`src/rtl/ds_cache_arbiter.sv`:
```
// Round-robin arbiter placing one transaction at a time onto a downstream cache FSM,
// with a bounded wait for cache_ready and a one-cycle response pulse to the owner.
module ds_cache_arbiter #(
    parameter int NREQ    = 4,
    parameter int TIMEOUT = 64
) (
    input  logic               clk,
    input  logic               rst,
    input  logic [NREQ-1:0]    req_valid,
    input  logic [NREQ-1:0]    req_rw,
    input  logic [NREQ*32-1:0] req_addr,
    input  logic [NREQ*32-1:0] req_data,
    output logic [NREQ-1:0]    req_ready,
    output logic [NREQ-1:0]    rsp_valid,
    output logic [31:0]        rsp_data,
    output logic               rsp_err,
    output logic               cache_valid,
    output logic               cache_rw,
    output logic [31:0]        cache_addr,
    output logic [31:0]        cache_data,
    input  logic               cache_ready,
    input  logic [31:0]        cache_rdata,
    output logic               busy
);
    localparam int GW = $clog2(NREQ);
    localparam int CW = $clog2(TIMEOUT);

    typedef enum logic [1:0] {S_IDLE, S_WAIT, S_RESP} state_t;

    state_t         state_q, state_d;
    logic [GW-1:0]  last_q, last_d;
    logic [GW-1:0]  owner_q, owner_d;
    logic [CW-1:0]  cnt_q, cnt_d;
    logic           rw_q, rw_d;
    logic [31:0]    addr_q, addr_d;
    logic [31:0]    data_q, data_d;
    logic [31:0]    rsp_data_q, rsp_data_d;
    logic           rsp_err_q, rsp_err_d;

    logic [GW-1:0]  win;
    logic           found;
    logic [NREQ-1:0] grant;
    logic [NREQ-1:0] rsp_vec;

    // Search starts one past the last served requester, so every requester gets a turn.
    always_comb begin
        logic [GW-1:0] cand;
        win   = last_q;
        found = 1'b0;
        cand  = '0;
        for (int k = 1; k <= NREQ; k++) begin
            cand = GW'((int'(last_q) + k) % NREQ);
            if (!found && req_valid[cand]) begin
                found = 1'b1;
                win   = cand;
            end
        end
    end

    always_comb begin
        state_d    = state_q;
        last_d     = last_q;
        owner_d    = owner_q;
        cnt_d      = cnt_q;
        rw_d       = rw_q;
        addr_d     = addr_q;
        data_d     = data_q;
        rsp_data_d = rsp_data_q;
        rsp_err_d  = rsp_err_q;
        grant      = '0;
        case (state_q)
            S_IDLE: begin
                if (found) begin
                    grant[win] = 1'b1;
                    owner_d    = win;
                    rw_d       = req_rw[win];
                    addr_d     = req_addr[32*int'(win) +: 32];
                    data_d     = req_data[32*int'(win) +: 32];
                    cnt_d      = '0;
                    state_d    = S_WAIT;
                end
            end
            S_WAIT: begin
                // cache_ready wins over a coincident timeout.
                if (cache_ready) begin
                    rsp_data_d = cache_rdata;
                    rsp_err_d  = 1'b0;
                    state_d    = S_RESP;
                end else if (cnt_q == CW'(TIMEOUT - 1)) begin
                    rsp_data_d = '0;
                    rsp_err_d  = 1'b1;
                    state_d    = S_RESP;
                end else begin
                    cnt_d = cnt_q + 1'b1;
                end
            end
            S_RESP: begin
                last_d  = owner_q;
                cnt_d   = '0;
                state_d = S_IDLE;
            end
            default: state_d = S_IDLE;
        endcase
    end

    always_ff @(posedge clk or posedge rst) begin
        if (rst) begin
            state_q    <= S_IDLE;
            last_q     <= GW'(NREQ - 1);
            owner_q    <= '0;
            cnt_q      <= '0;
            rw_q       <= 1'b0;
            addr_q     <= '0;
            data_q     <= '0;
            rsp_data_q <= '0;
            rsp_err_q  <= 1'b0;
        end else begin
            state_q    <= state_d;
            last_q     <= last_d;
            owner_q    <= owner_d;
            cnt_q      <= cnt_d;
            rw_q       <= rw_d;
            addr_q     <= addr_d;
            data_q     <= data_d;
            rsp_data_q <= rsp_data_d;
            rsp_err_q  <= rsp_err_d;
        end
    end

    always_comb begin
        rsp_vec          = '0;
        rsp_vec[owner_q] = (state_q == S_RESP);
    end

    // The accept pulse is decoded from live req_valid, so it is masked while reset is held.
    assign req_ready   = rst ? '0 : grant;
    assign rsp_valid   = rsp_vec;
    assign rsp_data    = rsp_data_q;
    assign rsp_err     = rsp_err_q;
    assign cache_valid = (state_q == S_WAIT);
    assign cache_rw    = rw_q;
    assign cache_addr  = addr_q;
    assign cache_data  = data_q;
    assign busy        = (state_q != S_IDLE);

endmodule

```
`config.mk`:
```
export PLATFORM = sky130hd
export DESIGN_NAME = ds_cache_arbiter
export DESIGN_NICKNAME = d
export VERILOG_FILES = /design/src/rtl/ds_cache_arbiter.sv
export SDC_FILE = /design/constraint.sdc
export NUM_CORES = 1
export LEC_CHECK = 0
export BUFFER_PORTS_ARGS = -buffer_cell sky130_fd_sc_hd__buf_2
export CORE_AREA = 8 8 150 152
export CTS_CLUSTER_SIZE = 12
export DETAILED_ROUTE_END_ITERATION = 10
export DIE_AREA = 0 0 158 160
export GPL_ROUTABILITY_DRIVEN = 0
export GPL_TIMING_DRIVEN = 0
export SLEW_MARGIN = 30
export SYNTH_ARGS = -nofsm -noshare
export SYNTH_HDL_FRONTEND = slang
export SYNTH_SLANG_ARGS = --single-unit
```
`constraint.sdc`:
```
create_clock -name clk -period 4.7 [get_ports clk]
set_input_delay 0.235 -clock clk [delete_from_list [all_inputs] [get_ports clk]]
set_output_delay 0.235 -clock clk [all_outputs]
set_load 0.005 [all_outputs]
```
# After elaboration in Yosys (flattened, before gate mapping)
# Index checks and enable logic that the tools add are counted.
# classes
magnitude_cmp,8
mux,37
mul,0
n_shift,2
n_reduce_logical,16
n_div,0
n_bitwise,1
n_eq_ne,7
add_sub_neg,5
# op_table
operator,count
variable part select 128 x 8 -> 32 bit,2
2-to-1 mux 32 bit,2
< comparator 2 x 3 -> 1 bit (second input constant),6
2-to-1 mux 6 bit,3
case mux 6 bit (3 select lines),1
2-to-1 mux 2 bit,7
2-to-1 mux 1 bit,13
2-to-1 mux 4 bit,3
binary-select mux 1 bit (select 2 bit),5
adder 6 x 1 -> 6 bit (second input constant),1
== test 6 bit (second input constant),1
inequality test 2 bit (second input constant),3
AND reduction 2 bit,3
logical AND 1 bit,5
adder 2 x 1 -> 2 bit (second input constant),2
adder 2 bit (second input constant),2
bitwise AND 4 bit,1
demux 1 bit (select 2 bit),2
greater-or-equal comparator 2 x 1 -> 1 bit (second input constant),2
case mux 2 bit (2 select lines),1
AND reduction 4 bit,1
nonzero test 2 bit,2
zero test 1 bit,3
inequality test 3 x 1 -> 1 bit (second input constant),1
other kinds (4),4
# totals
regBits,110
memories,0
wordCells,85
rom_bits,0
mem_bits_rw,0
latch_bits,0

# Longest topological paths before layout
# depth
ltp_word,20
depth_mapped,8
mapped_depth_nobuf,7

# Worst setup path before layout
# OpenSTA, ideal clock, no wires.
# synth_timing
path_type,reg2reg
start,register last_q[1]
end,register addr_q[10] (netlist: cache_addr[10])
arrival_ps,1586
n_path_buf,3
path_stages_with_launch,9
synth_period_minus_slack_ps,1728
t_required_ps,4558
setup_slack_ps,2972
setup_time_ps,142
path_cell_list,dfstp_2 -> inv_1 -> a22oi_2 -> o221ai_2 -> buf_6 -> buf_6 -> buf_6 -> mux2i_1 -> o221ai_1
# synth_via
elab_chain_len,14
elab_cells_between_ends,28
cone_classes,add/sub: 4; shift: 1; mux: 16; reduce/logical: 7
# synth_rtl
item,line,text
"start, declared",31,"logic [GW-1:0] last_q, last_d;"
"start signal, assigned",109,last_q <= GW'(NREQ - 1);
"start signal, assigned",119,last_q <= last_d;
adder 2 x 1 -> 2 bit,52,cand = GW'((int'(last_q) + k) % NREQ);
binary-select mux 1 bit (select 2 bit),53,if (!found && req_valid[cand]) begin
2-to-1 mux 1 bit (not written as such),53,
2-to-1 mux 1 bit,53,
zero test 1 bit,53,
logical AND 1 bit,53,
2-to-1 mux 1 bit,53,
zero test 1 bit,53,
logical AND 1 bit,53,
2-to-1 mux 1 bit,53,
zero test 1 bit,53,
logical AND 1 bit,53,
2-to-1 mux 2 bit or 2-to-1 mux 1 bit (tied branches),53,
variable part select 128 x 8 -> 32 bit or AND reduction 2 bit (tied branches),--,
"end signal, assigned",123,addr_q <= addr_d;
"end, declared",35,"logic [31:0] addr_q, addr_d;"
# Several ways; a longest one is shown, not always the timed one. The select of a mux whose other input is x is not followed.
# A chain may end at the register's enable or synchronous reset.

# Worst setup path in the final report
# layout_timing
start,register state_q[0]
end,output req_ready[2]
# layout_via
elab_chain_len,3
# layout_rtl
item,line,text
"start, declared",30,"state_t state_q, state_d;"
"start signal, assigned",118,state_q <= state_d;
zero test 2 bit,71,case (state_q)
2-to-1 mux 4 bit,71,
2-to-1 mux 4 bit,136,assign req_ready = rst ? '0 : grant;
"end, declared",13,"output logic [NREQ-1:0] req_ready,"
# Every way passes these cells.

==> summary.md <==
| Metric | Value |
|---|---|
| Hold WC Path Type | `in -> reg` |
| Most frequent cells in the layout | `buf_2, mux2i_1, dfrtp_1` |
| I/O pins | `roughly 410` |
| YS warnings | `0` |
| R2R cell count | `7` |
| Total of max-cap violations | `0` |
| Clk root buf | `clkbuf_16` |
| Unrepaired setup endpoints after global routing | `no` |
| Worst vdd ir | `236.4 uV` |
| Critical Path RT | `4.47 ns` |
| Core Util, Final | `about 43%` |
| DR vias/cell | `just under 5` |
| Slew @ Worst Pin | `~0.73 ns` |
| Setup Crit Path Kind | `reg -> out` |
| Status | `finished clean` |
| Final Hold Fails | `0` |
| Mapped Cells | `between 500 and 600` |
| Vias in the first global route | `6621` |
| EDFF count, synth | `0` |
| Reg clk slew, reported paths | `around 0.080 ns` |
| Die Y | `160 um` |
| Clk_lat worst skew | `~0.35 ns` |
| H-Tree Depth | `3` |
| Post-CTS setup buffers | `0` |
| Placed cells | `about 1200` |
| Setup crit end kind | `output port` |
| Worst Clk Skew | `between 0.009 and 0.01 ns` |
| Commonest non-fill, non-tap cell in the layout | `buf_2` |
| Drt first-iter violations | `240` |
| First-pass GRT wire length | `around 38 mm` |
| Routed WL | `about 26 mm` |
| DP Area | `8310 um^2` |
| Die W | `158 um` |
| # DRC | `0` |
| Pre-CTS WS | `between 2 and 2.5 ns` |
| Pin count of the biggest net entering global routing | `67` |
| Core Footprint | `roughly 20000 um^2` |
| Minimum clock period | `around 2.6 ns` |
| Cts bufs inserted | `9` |
| Post-CTS Resized | `0` |
| Peak Freq | `around 390 MHz` |
| Critical Path Fanout Max | `10` |
| CTS tree | `done` |
| Cell area after synthesis | `around 6000 um^2` |
| Max Root-Sink Buffers | `2` |
| Cell row count | `between 50 and 60` |
| Total gr overflow | `0` |
| Worst rel slew slack | `about half` |
| Clk sink count | `110` |
| Async SR Flop Fraction | `100.0%` |
| Number of distinct library cells after synthesis | `35` |
| CP startpoint kind | `flop` |
| Syn_area_per_cell | `around 11 um^2` |
| Hold buffers post-CTS | `1` |
| Area delta synth->final | `46.53%` |
| Yosys reg bits | `110` |
| Post-DP HPWL | `~21 mm` |
| Leakage power | `0.004702 uW` |
| Setup violators final | `0` |
| Post-DR wirelength/cell | `20.98 um` |
| Pre-Repair DR Iteration Count | `4` |
| DRT antenna net count | `0` |
| Vias | `about 6000` |
| Die ar. | `~25000 um^2` |
| Post-route cell area | `8653 um^2` |
| Input/output buffers | `406` |
| Final Worst Setup Slack | `around 2.1 ns` |
| Critical Path AT | `2.32 ns` |
| Initial antenna violation count | `5` |
| Slew Limit Fails | `0` |
| Fin crit share | `54.45%` |
| Ys flop type | `dfrtp_1` |
| Nets@finish | `about 1200` |
| Post-Layout Cell Count | `about 1200` |
| Sequential area share after synthesis | `between 40% and 50%` |
| Share of layout cells above drive strength 1 | `47.89%` |
| GRT Util Overall | `19.73%` |
| Syn Nets | `830` |
| Hold path depth | `2` |
| PD cells | `608.0 nW/um^2` |
| Initial Util | `between 20 and 30%` |
==> synth_stat cells (3+ instances only) <==
| cell type | number | area [um^2] |
|---|---|---|
| mux2i_1 | 131 | 1311 |
| nor3b_1 | 3 | 22.52 |
| xnor2_1 | 4 | 35.03 |
| nor3_1 | 3 | 15.01 |
| dfrtp_1 | 108 | 2703 |
| nand2_1 | 76 | 285.3 |
| nand2b_1 | 3 | 18.77 |
| o221ai_1 | 65 | 569.3 |
| nand3_1 | 4 | 20.02 |
| buf_2 | 11 | 55.05 |
| a21oi_1 | 6 | 30.03 |
| a22o_1 | 33 | 289.0 |
| ha_1 | 5 | 62.56 |
| a211oi_1 | 4 | 30.03 |
| inv_1 | 9 | 33.78 |
| buf_6 | 7 | 78.83 |
| clkbuf_1 | 21 | 78.83 |
| buf_4 | 4 | 30.03 |
| nor2_1 | 9 | 33.78 |
==> registers in the layout, indices dropped and copies added (netlist names) <==
name	flops
cache_addr	32
cache_data	32
cache_rw	1
cnt_q	6
last_q	2
owner_q	2
rsp_data	32
rsp_err	1
state_q	2
==> final timing paths <==
kind | startpoint | to | slack, ns
setup / recovery | state_q[0] | req_ready[2] | 2.14
hold / removal | cache_rdata[2] | rsp_data[2] | 0.09
setup reg to reg | last_q[1] | cache_addr[29] | 2.51
hold reg to reg | cache_addr[2] | cache_addr[2] | 0.48
max in group asynchronous | rst | last_q[0] | 3.56
min in group asynchronous | rst | rsp_data[10] | 0.46
==> cells by family (layout without fill, tap and decap cells) <==
kind of cell | count (synthesis) | after routing | synth area share, %
muxes | 132 | 132 | 22.39
AOI/OAI and AO/OA | 117 | 117 | 16.82
DFF | 110 | 110 | 46.65
and+or+nand+nor | 105 | 105 | 7.733
buffers and inverters | 53 | 477 | 4.746
adders and majority gates | 5 | 5 | 1.059
xor gates and xnor gates | 4 | 4 | 0.5932
other | 0 | 7 | 0
==> layout make-up <==
class                      count  area, um^2
sequential                   110        2755
tap                          270       337.8
timing repair buffer         408        2069
multi-input combinational    363        2870
buffer                        44       246.5
clock inverter                 7       90.09
clock buffer                   9       225.2
inverter                       9       41.29
antenna                        7       17.52
fill                        2008       11390
==> power breakdown <==
group	switching, uW	internal [uW]
logic	1540	1250
registers	245	1410
clock network	393	428
total	2180	3080
==> worst max-delay path, stage by stage (launching register included) <==
cell and delay, ns:
dfrtp_1 0.38, inv_1 0.12, ha_1 0.26, inv_1 0.09
nor2_2 0.19, nand2_2 0.14, clkbuf_1 0.36, nor3_1 0.27
buf_2 0.15
==> metal layers <==
layer  share of wire (%)  GRT usage (%)
met5                   0              0
met3                 8.9          5.425
met1                  40          23.11
met4                 2.2          7.461
met2                  49          33.58
==> per-stage QoR <==
stage	hold slack [ns]	setup TNS [ns]	total power, uW
2_1_floorplan	0.3676	0	3315
3_3_place_gp	0.4513	-0.02799	4450
3_5_place_dp	0.3112	0	4502
4_1_cts	0.07177	0	5342
5_1_grt	0.07659	0	5668
6_report	0.09430	0	5261
Note: power is estimated with default switching activity, not from simulation.
